`src/rtl/rm_report_pkg.sv`:
```
// Shared constants for the cluster-3 report collector.
//   NUM_REPORTS_DEF : default number of report bits captured per cycle
//   CYCLE_W_DEF     : default width of the free-running cycle stamp
//   SYMBOL_W        : width of the symbol byte stored with each record
//   REC_W_DEF       : record width for the default configuration
//   rec_width()     : record width {cycle, symbol, reports} for any configuration
package rm_report_pkg;

    localparam int NUM_REPORTS_DEF = 40;
    localparam int CYCLE_W_DEF     = 32;
    localparam int SYMBOL_W        = 8;
    localparam int REC_W_DEF       = CYCLE_W_DEF + SYMBOL_W + NUM_REPORTS_DEF;

    function automatic int rec_width(input int cycle_w, input int num_reports);
        return cycle_w + SYMBOL_W + num_reports;
    endfunction

endpackage

```
`src/rtl/rm_report_fifo.sv`:
```
// Single-clock show-ahead FIFO with a registered head-of-queue output.
// Ports:
//   clk, rst        : clock, asynchronous active-high reset (pointers only)
//   flush           : synchronous empty; overrides push and pop at that edge
//   push, wdata     : write request and data (ignored when full unless popping)
//   pop             : read accept (ignored when empty)
//   valid, rdata    : head record available / head record
//   full            : occupancy equals DEPTH
//   fill            : current occupancy, 0..DEPTH
module rm_report_fifo
    import rm_report_pkg::*;
#(
    parameter int W     = REC_W_DEF,
    parameter int DEPTH = 16
) (
    input  logic                     clk,
    input  logic                     rst,
    input  logic                     flush,
    input  logic                     push,
    input  logic [W-1:0]             wdata,
    input  logic                     pop,
    output logic                     valid,
    output logic [W-1:0]             rdata,
    output logic                     full,
    output logic [$clog2(DEPTH):0]   fill
);

    localparam int AW = $clog2(DEPTH);

    logic [W-1:0]  mem [DEPTH];
    logic [W-1:0]  head;
    logic [AW:0]   wr_ptr;
    logic [AW:0]   rd_ptr;
    logic [AW:0]   count;
    logic [AW:0]   rd_nxt;
    logic [AW:0]   cnt_after_pop;
    logic          empty;
    logic          do_push;
    logic          do_pop;

    // Extra MSB on each pointer tells full (MSBs differ) from empty (equal).
    assign empty = (wr_ptr == rd_ptr);
    assign full  = (wr_ptr[AW] != rd_ptr[AW]) && (wr_ptr[AW-1:0] == rd_ptr[AW-1:0]);
    assign count = wr_ptr - rd_ptr;

    assign do_pop  = pop && !empty && !flush;
    // A full FIFO still accepts a write when the head leaves at the same edge.
    assign do_push = push && (!full || do_pop) && !flush;

    assign rd_nxt        = rd_ptr + (AW+1)'(do_pop);
    assign cnt_after_pop = count - (AW+1)'(do_pop);

    always_ff @(posedge clk or posedge rst) begin
        if (rst) begin
            wr_ptr <= '0;
            rd_ptr <= '0;
        end else if (flush) begin
            wr_ptr <= '0;
            rd_ptr <= '0;
        end else begin
            wr_ptr <= wr_ptr + (AW+1)'(do_push);
            rd_ptr <= rd_nxt;
        end
    end

    always_ff @(posedge clk) begin
        if (do_push)
            mem[wr_ptr[AW-1:0]] <= wdata;
    end

    // Head register holds the entry rd_nxt will point at. If nothing is left
    // after the pop, the incoming write becomes the head and is bypassed in;
    // otherwise the next entry is already in storage. Contents are don't-care
    // while empty, so no reset is needed.
    always_ff @(posedge clk) begin
        if (do_push && (cnt_after_pop == '0))
            head <= wdata;
        else
            head <= mem[rd_nxt[AW-1:0]];
    end

    assign valid = !empty;
    assign rdata = head;
    assign fill  = count;

endmodule

```
`src/rtl/rm_report_collector_c3.sv`:
```
// Cluster-3 report collector: stamps non-zero report vectors with a cycle
// count and the current symbol, and buffers them for a ready/valid consumer.
// Ports:
//   clk, reset  : clock, asynchronous active-high reset
//   run         : stage-advance qualifier (counter and capture only when 1)
//   clear       : synchronous flush of FIFO, cycle counter, drop count, overflow
//   reports     : automata report bits, ltl0c3 in the LSBs
//   symbol      : symbol byte the reports belong to
//   rec_valid / rec_ready / rec_data : record stream {cycle, symbol, reports}
//   overflow    : sticky, a record was dropped since reset/clear
//   drop_count  : saturating count of dropped records
//   fill        : FIFO occupancy
module rm_report_collector_c3
    import rm_report_pkg::*;
#(
    parameter int NUM_REPORTS = NUM_REPORTS_DEF,
    parameter int FIFO_DEPTH  = 16,
    parameter int CYCLE_W     = CYCLE_W_DEF
) (
    input  logic                                 clk,
    input  logic                                 reset,
    input  logic                                 run,
    input  logic                                 clear,
    input  logic [NUM_REPORTS-1:0]               reports,
    input  logic [7:0]                           symbol,
    output logic                                 rec_valid,
    input  logic                                 rec_ready,
    output logic [CYCLE_W+8+NUM_REPORTS-1:0]     rec_data,
    output logic                                 overflow,
    output logic [15:0]                          drop_count,
    output logic [$clog2(FIFO_DEPTH):0]          fill
);

    localparam int REC_W = rec_width(CYCLE_W, NUM_REPORTS);

    logic [CYCLE_W-1:0] cycle;
    logic [CYCLE_W-1:0] cycle_nxt;
    logic [15:0]        drop_cnt;
    logic [15:0]        drop_nxt;
    logic               ovf;
    logic               ovf_nxt;
    logic               push_req;
    logic               pop_req;
    logic               drop;
    logic               full;
    logic [REC_W-1:0]   wrec;

    // Capture uses the pre-increment stamp.
    assign wrec     = {cycle, symbol, reports};
    assign push_req = run && (|reports) && !clear;
    assign pop_req  = rec_valid && rec_ready && !clear;
    assign drop     = push_req && full && !pop_req;

    // Next-state values are registered unconditionally every edge so that
    // holding is an explicit assignment of the current value.
    always_comb begin
        cycle_nxt = cycle;
        drop_nxt  = drop_cnt;
        ovf_nxt   = ovf;
        if (clear) begin
            cycle_nxt = '0;
            drop_nxt  = '0;
            ovf_nxt   = 1'b0;
        end else begin
            if (run)
                cycle_nxt = cycle + CYCLE_W'(1);
            if (drop) begin
                ovf_nxt = 1'b1;
                if (drop_cnt != 16'hFFFF)
                    drop_nxt = drop_cnt + 16'd1;
            end
        end
    end

    always_ff @(posedge clk or posedge reset) begin
        if (reset) begin
            cycle    <= '0;
            drop_cnt <= '0;
            ovf      <= 1'b0;
        end else begin
            cycle    <= cycle_nxt;
            drop_cnt <= drop_nxt;
            ovf      <= ovf_nxt;
        end
    end

    rm_report_fifo #(
        .W     (REC_W),
        .DEPTH (FIFO_DEPTH)
    ) u_fifo (
        .clk   (clk),
        .rst   (reset),
        .flush (clear),
        .push  (push_req),
        .wdata (wrec),
        .pop   (pop_req),
        .valid (rec_valid),
        .rdata (rec_data),
        .full  (full),
        .fill  (fill)
    );

    assign overflow   = ovf;
    assign drop_count = drop_cnt;

endmodule

```
`config.mk`:
```
export PLATFORM = sky130hd
export DESIGN_NAME = rm_report_collector_c3
export DESIGN_NICKNAME = d
export VERILOG_FILES = /design/src/rtl/rm_report_pkg.sv /design/src/rtl/rm_report_fifo.sv /design/src/rtl/rm_report_collector_c3.sv
export SDC_FILE = /design/constraint.sdc
export NUM_CORES = 1
export LEC_CHECK = 0
export ABC_AREA = 0
export CAP_MARGIN = 10
export CORE_AREA = 3 3 256 446
export CTS_CLUSTER_SIZE = 16
export DETAILED_ROUTE_END_ITERATION = 12
export DIE_AREA = 0 0 259 449
export GPL_ROUTABILITY_DRIVEN = 0
export PLACE_DENSITY = 0.66
export SYNTH_ARGS = -nofsm -noshare
export SYNTH_HDL_FRONTEND = slang
export SYNTH_HIERARCHICAL = 1
export SYNTH_SLANG_ARGS = --single-unit
```
`constraint.sdc`:
```
create_clock -name clk -period 11.09 [get_ports clk]
set_input_delay 1.109 -clock clk [delete_from_list [all_inputs] [get_ports clk]]
set_output_delay 1.109 -clock clk [all_outputs]
set_load 0.1 [all_outputs]
```
## Word-level counts from Yosys, hierarchy flattened

Memories as Yosys holds them, arrays and structs flattened.
Index checks and enable logic that the tools add are counted.

| word-level totals | value |
|---|---|
| register bits after elaboration | 139 |
| bits in latches | 0 |
| bits in writable memories | 1,280 |
| ROM bits | 0 |
| input bits | 53 |
| word-level logic and storage cells | 52 |
| memories kept | 1 |

| cells by class | value |
|---|---|
| add/subtract/negate cells | 6 |
| multiply operators | 0 |
| div/mod/pow operators | 0 |
| $lt $le $gt $ge | 0 |
| equality and inequality tests | 4 |
| shift operators | 0 |
| multiplexer cells | 12 |
| bitwise operators | 0 |
| reductions and logical operators | 23 |

Memory list:

| memory | words | bits a word | rd ports | clocked after Yosys merged registers in | write ports | line | RTL |
|---|---|---|---|---|---|---|---|
| u_fifo.mem | 16 | 80 | 1 | 0 | 1 | rm_report_fifo.sv:30 | `logic [W-1:0] mem [DEPTH];` |

Operators with widths:

| cell | count |
|---|---|
| 80-bit 2-to-1 mux | 1 |
| 32-bit 2-to-1 mux | 2 |
| 16-bit 2-to-1 mux | 3 |
| 40-bit OR reduction | 1 |
| 32-bit by 1-bit adder with 32-bit output, second input constant | 1 |
| 16-bit by 1-bit adder with 16-bit output, second input constant | 1 |
| 16-bit inequality test, second input constant | 1 |
| 1-bit logical AND | 12 |
| 5-bit by 1-bit adder with 5-bit output | 2 |
| 5-bit 2-to-1 mux | 2 |
| 2-bit nonzero test | 3 |
| 5-bit == test | 1 |
| 5-bit zero test | 1 |
| 5-bit by 1-bit subtractor with 5-bit output | 1 |
| 5-bit subtractor | 1 |
| 4-bit == test | 1 |
| 1-bit zero test | 4 |
| 1-bit 2-to-1 mux | 4 |
| 2-bit AND reduction | 1 |
| 1-bit logical OR | 1 |
| 1-bit inequality test | 1 |

## Depth between registers and ports, before layout

Gate-level depths: netlist of the first run.

| logic depth | value |
|---|---|
| depth in word-level cells | 11 |
| depth in mapped cells | 16 |

## Modules after synthesis

Netlist of the first run, hierarchy kept.

By module, submodules not included:

| module | instances | cells each | area an instance (µm²) | sequential area each (µm²) |
|---|---|---|---|---|
| rm_report_fifo | 1 | 2,405 | 52,524.1 | 40,288.6 |
| rm_report_collector_c3 | 1 | 284 | 2,656.3 | 1,226.2 |

## Worst setup path before layout of the first run

OpenSTA, ideal clock, no wires.

| timing | value |
|---|---|
| path kind | input to register |
| start | in clear |
| end | mem u_fifo/mem[0][0] (netlist bit) (enable) |
| library setup time | 0.616 ns |
| data arrival time | 7.789 ns |
| required time | 10.474 ns |
| path slack | 2.685 ns |
| stages on the path | 8 |
| buffers on the path | 3 |
| cell sequence | clkbuf_1 clkbuf_1 clkbuf_1 nor3b_1 nand2b_1 nor2_1 nand3_1 nor3_1 |

| on the way | value |
|---|---|
| elaborated cells on any way between the ends | 10 |
| those cells by class | mux: 2; reduce/logical: 8 |

RTL lines:

| what | line | RTL |
|---|---|---|
| start, declared | rm_report_collector_c3.sv:23 | `input logic clear,` |
| 1-bit zero test | rm_report_collector_c3.sv:50 | `assign push_req = run && (\|reports) && !clear;` |
| 1-bit logical AND | rm_report_collector_c3.sv:50 |  |
| via push_req | rm_report_collector_c3.sv:42 | `logic push_req;` |
| 1-bit logical AND (2 in series) | rm_report_fifo.sv:48 | `assign do_push = push && (!full \|\| do_pop) && !flush;` |
| 1-bit 2-to-1 mux | rm_report_fifo.sv:67 | `if (do_push)` |
| 1-bit 2-to-1 mux (implied by the code) | rm_report_fifo.sv:68 | `mem[wr_ptr[AW-1:0]] <= wdata;` |
| end, declared | rm_report_fifo.sv:30 |  |

The timed path passes the listed nets, and every way through them passes these cells.

## Final worst setup path of the first run

| timing | value |
|---|---|
| start | reg u_fifo.rd_ptr[3] |
| end | reg u_fifo.head[70] (netlist: u_fifo/rdata[70]) |

| on the way | value |
|---|---|
| word-level cells in the longest chain between the ends | 11 |
| elaborated cells on any way between the ends | 19 |
| those cells by class | add/sub: 3; eq/ne: 2; mux: 1; reduce/logical: 12; memory: 1 |

RTL lines:

| what | line | RTL |
|---|---|---|
| start, declared | rm_report_fifo.sv:33 | `logic [AW:0] rd_ptr;` |
| start signal, assigned | rm_report_fifo.sv:62 | `rd_ptr <= rd_nxt;` |
| 5-bit == test (*) | rm_report_fifo.sv:42 | `assign empty = (wr_ptr == rd_ptr);` |
| 1-bit zero test (*) | rm_report_fifo.sv:82 | `assign valid = !empty;` |
| 1-bit logical AND (*) (2 in series) | rm_report_collector_c3.sv:51 | `assign pop_req = rec_valid && rec_ready && !clear;` |
| via pop_req | rm_report_collector_c3.sv:43 | `logic pop_req;` |
| 1-bit logical AND (*) (2 in series) | rm_report_fifo.sv:46 | `assign do_pop = pop && !empty && !flush;` |
| parallel branches: the longest is 4 deep, another holds memory read 16 x 80 bit | - |  |
| 80-bit 2-to-1 mux (*) | rm_report_fifo.sv:76 | `if (do_push && (cnt_after_pop == '0))` |
| end signal, assigned | rm_report_fifo.sv:77 | `head <= wdata;` |
| end signal, assigned | rm_report_fifo.sv:79 | `head <= mem[rd_nxt[AW-1:0]];` |
| end, declared | rm_report_fifo.sv:31 | `logic [W-1:0] head;` |

Mark *: on every way through the listed nets, which the timed path passes.
A chain may end at the register's enable or synchronous reset.

==> summary.txt, run 1 <==
Final Cycle Share - 0.535
Clock network fraction of design power - 0.428
Number of iterations in the first detailed-routing pass - 7
Area growth, synth to finish - 14.0%
Storage cell area - 41500 sq um
Layout cells sized above 1 - 0.238
Total gr overflow - 0
Number of cells on the worst hold path - 1
Sort of element at the end of the critical path - flip-flop
Total via count after detailed routing - 27400
Sequential group share of total power - 0.547
Critical path's most frequent cell - sky130_fd_sc_hd__and3b_1
Dominant register cell in the synthesized netlist - sky130_fd_sc_hd__edfxtp_1
Final standard cell count with taps included and fillers excluded - 4456
Core Rows - 161
Most frequent cells in the layout - sky130_fd_sc_hd__edfxtp_1 (1280), sky130_fd_sc_hd__mux4_2 (320), sky130_fd_sc_hd__nor2b_1 (171), sky130_fd_sc_hd__a21boi_0 (161), sky130_fd_sc_hd__clkdlybuf4s50_1 (154)
DIE AREA - 116000 sq um
CTS max path bufs - 3
Largest net degree at the start of global routing - 130
Run status - finished clean
Power dissipated by switching net loads - 2.14 mW
Average instance area after synthesis - 20.5 sq um
Number of buffers inserted by hold repair at cts - 0
Total Neg Setup Slack - 0 ns
Width of the die - 259 um
Proportion of power drawn by combinational gates - 0.026
Core outline area - 111000 sq um
Vias in the first global route - 29200
Post-Route Skew - 0.0219 ns
Launch instance of the worst register-to-register path - u_fifo/rd_ptr[3]
Global-route wire length before repair - 195 mm
Initial antenna violation count - 5
Worst Hold Launch - overflow
Top achievable clock speed - 169 MHz
Post-layout power - 10.7 mW
Worst IR drop on VDD - 0.000137 V
Min Hold Slack - 0.515 ns
Core occupancy in the finished layout - 0.569
Most common cell after layout, fill and taps aside - sky130_fd_sc_hd__edfxtp_1
Worst reg2reg path depth - 13
DRC Markers - 0
Area after detailed placement - 58500 sq um
Cell area power density - 170 nW/um^2
Metal-1 WL - 51.5 mm
Final critical path time including I/O delays and setup - 5.93 ns
Routed wire length on met3 - 8.24 mm
Min setup slack post-route - 5.16 ns
Post-CTS Setup Repair Bufs - 0
# nets final - 2946
Overall fraction of global-route tracks in use - 0.229
Clock-pin transition on the worst setup and hold timing paths - 0.07 ns
Required time worst endpoint - 11.69 ns
Top layer used by detailed routing - met5
Detailed placer's ending HPWL - 64.9 mm
Max-slew violation count - 0
Setup slack after placement - 4.64 ns
Number of library cell types mapped by synthesis - 55
Hold violation count in the final report - 0
TritonCTS clock tree - done
Mapped Nets - 2754
Number of buffers inserted during clock tree synthesis - 119
Async S/R FF share, synth - 0.0416
Sequential fraction of the synthesis area - 0.752
Count of mapped cells out of synthesis - 2689
Number of levels the H-tree was split into - 3
Switch share - 0.200
Worst slew margin - 0.243
Clock sink count - 1419
Resize count post-CTS - 0
Design Area, Final - 62900 sq um
Instance count after placement with tap cells included - 4226
Initial cell density of the core - 0.499
Number of vias per cell - 6.16
Longest individual stage delay on the worst path - 0.80 ns
Endpoint arrival time on the critical path - 6.53 ns
Filler cell count in the final layout - 8031
Category of the worst setup path launch point - flip-flop
Aggregate routed wire length - 131 mm
CTS root buffer - sky130_fd_sc_hd__clkbuf_16
Area of the mapped netlist - 55200 sq um
Wire length per cell after detailed routing - 29.5 um
Static Leakage - 20.3 nW
Count of state elements after synthesis - 1419
Critical Path Start - u_fifo/rd_ptr[3]
RSZ-0062 raised after global routing - no
Synthesis Warnings - 6
Total area of multi-input combinational cells - 13100 sq um
Crit path cell chain - inv_1, ha_1, nand4_1, or2_2, and3b_1, and3b_1, ha_4, buf_4, buf_12, mux4_2, nor2b_1, or4_1, mux2_2
Measured slew at the worst slew-check pin - 1.13 ns
Number of antenna-violating nets in the routed design - 0
DRC marker count from the first detailed-route iteration - 2706
# setup viols final - 0
Clock latency on the worst-skew pair - 0.74 ns
Worst setup path class - reg2reg
Hold WC Path Type - reg2reg
Port Buf Inserts - 155
Die height - 449 um
Total I/O pin count - 156
Slowest stage cell on the critical path - sky130_fd_sc_hd__buf_12
Count of flip-flops with a built-in enable after synthesis - 1280
Largest fanout on the critical path - 112
Met2 wirelength from detailed routing - 68.5 mm
Int Power - 8.53 mW
Max_cap viols - 0
[power groups by stage]
stage               clock, mW  sequential, mW  combinational (mW)
finish                   4.56            5.83               0.275
global route             4.85            5.83               0.291
CTS                      4.65            5.83               0.278
detailed placement          0            5.95               0.277
global placement            0            5.95               0.272
floorplan                   0            6.04              0.0666
[metal layers]
| metal | up-vias | GRT usage |
|---|---|---|
| met5 | - | 0 |
| met4 | 2 | 0.0647 |
| met3 | 193 | 0.0311 |
| met2 | 1038 | 0.391 |
| met1 | 14800 | 0.310 |
| li1 | 11400 | - |
[flip-flops by register name (all words and copies together), names as in the netlist]
name / cells
u_fifo/mem: 1280
u_fifo/rdata: 80
cycle: 32
drop_count: 16
u_fifo/rd_ptr: 5
u_fifo/wr_ptr: 5
overflow: 1
[cells in the mapped netlist, drive strengths merged (6+ instances only)]
library cell	number	area [sq um]
a21oi	19	95.1
nand2	19	71.3
inv	15	56.3
edfxtp	1280	38400
xnor2	13	114
nor2b	171	1070
nor3	12	70.1
dfxtp	80	1600
nor2	51	191
o31ai	6	45.0
a21boi	162	1220
mux4	320	7210
dfrtp	59	1480
ha	11	138
clkbuf	106	398
or3	14	87.6
nand3	24	120
buf	40	318
or4	86	646
and3	9	56.3
mux2	84	946
o21ai	16	80.1
nand4	16	100
xor2	17	149
nor4	13	81.3
[layout make-up]
type	instances	area share
Clock buffer	154	0.0528
Timing Repair Buffer	217	0.0326
Inverter	15	0.000895
Sequential cell	1419	0.660
Antenna cell	3	0.000119
Multi-Input combinational cell	1109	0.208
Clock inverter	72	0.0159
Tap cell	1467	0.0292
[critical path: cells and delay by family (launching register included)]
kind	cells	cell delay [ns]
fa+ha+maj	2	0.99
flops	1	0.51
mux	2	0.91
simple gates	6	1.64
buf+inv	3	1.68
[cell families (layout without fill, tap and decap cells)]
logic type / after synthesis / count (layout) / share of synthesized area
buffers and inverters: 161 / 458 / 0.0140
other: 0 / 3 / 0
adders and majority gates: 12 / 12 / 0.00286
and+or+nand+nor: 443 / 443 / 0.0492
xor gates and xnor gates: 30 / 30 / 0.00476
muxes: 405 / 405 / 0.148
DFF: 1419 / 1419 / 0.752
AOI/OAI and AO/OA: 219 / 219 / 0.0289
[final timing paths]
check / end / slack [ns]
worst max-delay path: u_fifo/rdata[70] / 5.16
worst min-delay path: overflow / 0.51
worst max register to register: u_fifo/rdata[70] / 5.16
worst min register to register: overflow / 0.51
max in group asynchronous: cycle[11] / 9.80
min in group asynchronous: drop_count[13] / 0.75
No activity file was read; power rests on OpenSTA's default activity.
==> run 2, diff against run 1 <==
==> constraint.sdc (replaced) <==
create_clock -name clk -period 5.86 [get_ports clk]
set_input_delay 0.586 -clock clk [delete_from_list [all_inputs] [get_ports clk]]
set_output_delay 0.586 -clock clk [all_outputs]
set_load 0.1 [all_outputs]
==> summary.txt, run 2 (synthesis gave the netlist of run 1 again) <==
Total gr overflow - 0
TritonCTS clock tree - done
Proportion of power drawn by combinational gates - 0.028
Core occupancy in the finished layout - 0.569
Number of iterations in the first detailed-routing pass - 5
Final Cycle Share - 0.838
Max_cap viols - 0
DRC marker count from the first detailed-route iteration - 2186
Total via count after detailed routing - 27400
RSZ-0062 raised after global routing - no
Hold WC Path Type - in2async
Hold violation count in the final report - 0
Post-layout power - 19.2 mW
DIE AREA - 116000 sq um
Initial cell density of the core - 0.499
Minimum setup slack among reg-to-reg paths - 0.95 ns
Design Area, Final - 62900 sq um
Int Power - 15.3 mW
Largest net degree at the start of global routing - 81
Vias in the first global route - 29300
Flip-flop count of the largest register after layout - 1280
DRC Markers - 0
Resize count post-CTS - 0
Worst setup path class - reg2reg
Detailed placer's ending HPWL - 64.7 mm
Min setup slack post-route - 0.948 ns
Launch instance of the worst register-to-register path - u_fifo/wr_ptr[2]
Crit path cell chain - ha_1, nand4_1, or2_2, and3b_1, and3b_1, ha_4, buf_12, buf_12, mux4_2, a21boi_0, or4_1, mux2_2
Top achievable clock speed - 204 MHz
Sort of element at the end of the critical path - flip-flop
Number of vias per cell - 6.12
Number of buffers inserted by hold repair at cts - 0
Switch share - 0.205
Slowest stage cell on the critical path - sky130_fd_sc_hd__dfrtp_1
Number of levels the H-tree was split into - 3
Reg2Reg Capture Point - u_fifo/rdata[17]
Worst reg2reg path depth - 12
Clock network fraction of design power - 0.399
Cell area power density - 306 nW/um^2
Width of the die - 259 um
Number of antenna-violating nets in the routed design - 0
Largest fanout on the critical path - 37
Category of the worst setup path launch point - flip-flop
Number of buffers inserted during clock tree synthesis - 119
Endpoint arrival time on the critical path - 5.50 ns
Core Rows - 161
Die height - 449 um
Clock-pin transition on the worst setup and hold timing paths - 0.07 ns
Total I/O pin count - 156
Wire length per cell after detailed routing - 28.7 um
Longest individual stage delay on the worst path - 0.59 ns
Area after detailed placement - 59200 sq um
Global-route wire length before repair - 193 mm
Clock sink count - 1419
Area growth, synth to finish - 14.1%
Setup slack after placement - 0.892 ns
Most common cell after layout, fill and taps aside - sky130_fd_sc_hd__edfxtp_1
Worst IR drop on VDD - 0.000240 V
# setup viols final - 0
Measured slew at the worst slew-check pin - 1.14 ns
Run status - finished clean
Static Leakage - 20.2 nW
Final standard cell count with taps included and fillers excluded - 4476
Most frequent cells in the layout - sky130_fd_sc_hd__edfxtp_1 (1280), sky130_fd_sc_hd__mux4_2 (320), sky130_fd_sc_hd__nor2b_1 (171), sky130_fd_sc_hd__a21boi_0 (161), sky130_fd_sc_hd__clkdlybuf4s50_1 (154)
Overall fraction of global-route tracks in use - 0.225
Max-slew violation count - 0
Layout cells sized above 1 - 0.236
Core outline area - 111000 sq um
Port Buf Inserts - 155
Power dissipated by switching net loads - 3.94 mW
Initial antenna violation count - 4
Sequential group share of total power - 0.574
Total Neg Setup Slack - 0 ns
Final critical path time including I/O delays and setup - 4.91 ns
Worst slew margin - 0.239
Filler cell count in the final layout - 8039
Aggregate routed wire length - 128 mm
Min Hold Slack - 0.210 ns
Clock latency on the worst-skew pair - 0.73 ns
Instance count after placement with tap cells included - 4247
Post-CTS Setup Repair Bufs - 0
Post-Route Skew - 0.0302 ns
CTS max path bufs - 3
Required time worst endpoint - 6.45 ns
CTS root buffer - sky130_fd_sc_hd__clkbuf_16
# nets final - 2966
-- run 2: critical path: cells and delay by family, from the launching register on --
family,cells,cell delay (ns)
flip-flops,1,0.59
AND/OR/NAND/NOR,5,1.47
buffers and inverters,2,0.63
adder cells (fa/ha/maj),2,0.99
multiplexers,2,0.78
AO/OA/AOI/OAI,1,0.20
-- run 2: layout make-up --
class / count / area (sq um) / share of cell area
sequential: 1419 / 41500 / 0.660
timing repair buffer: 237 / 2630 / 0.0417
tap: 1467 / 1840 / 0.0292
clock inverter: 62 / 409 / 0.00650
antenna: 3 / 7.51 / 0.000119
multi-input combinational: 1109 / 13100 / 0.209
clock buffer: 164 / 3360 / 0.0534
inverter: 15 / 56.3 / 0.000895
-- run 2: worst max path at each step --
stage | slack [ns] | cells past startpoint | start | to
detailed placement | 0.89 | 10 | reports[35] | u_fifo/mem[7][52]
finish | 0.95 | 12 | u_fifo/wr_ptr[2] | u_fifo/rdata[17]
CTS | 0.89 | 11 | u_fifo/wr_ptr[2] | u_fifo/rdata[59]
floorplan | -0.32 | 10 | u_fifo/rd_ptr[2] | u_fifo/mem[12][0]
global placement | 0.92 | 10 | reports[35] | u_fifo/mem[7][14]
global route | 0.68 | 13 | u_fifo/rd_ptr[2] | u_fifo/rdata[19]
-- run 2: per-layer routing --
metal | track usage | share of wire | up-vias
li1 | - | - | 11400
met1 | 0.299 | 0.40 | 14800
met2 | 0.386 | 0.52 | 968
met3 | 0.0349 | 0.059 | 205
met4 | 0.0649 | 0.025 | 2
met5 | 0 | 0.00010 | -
-- run 2: power by group through the flow --
stage          Combinational [mW]  Sequential (mW)  Clock, mW
5_1_grt                     0.561             11.0       8.21
2_1_floorplan               0.126             11.4          0
3_3_place_gp                0.525             11.3          0
3_5_place_dp                0.535             11.3          0
6_report                    0.530             11.0       7.67
4_1_cts                     0.537             11.0       7.85
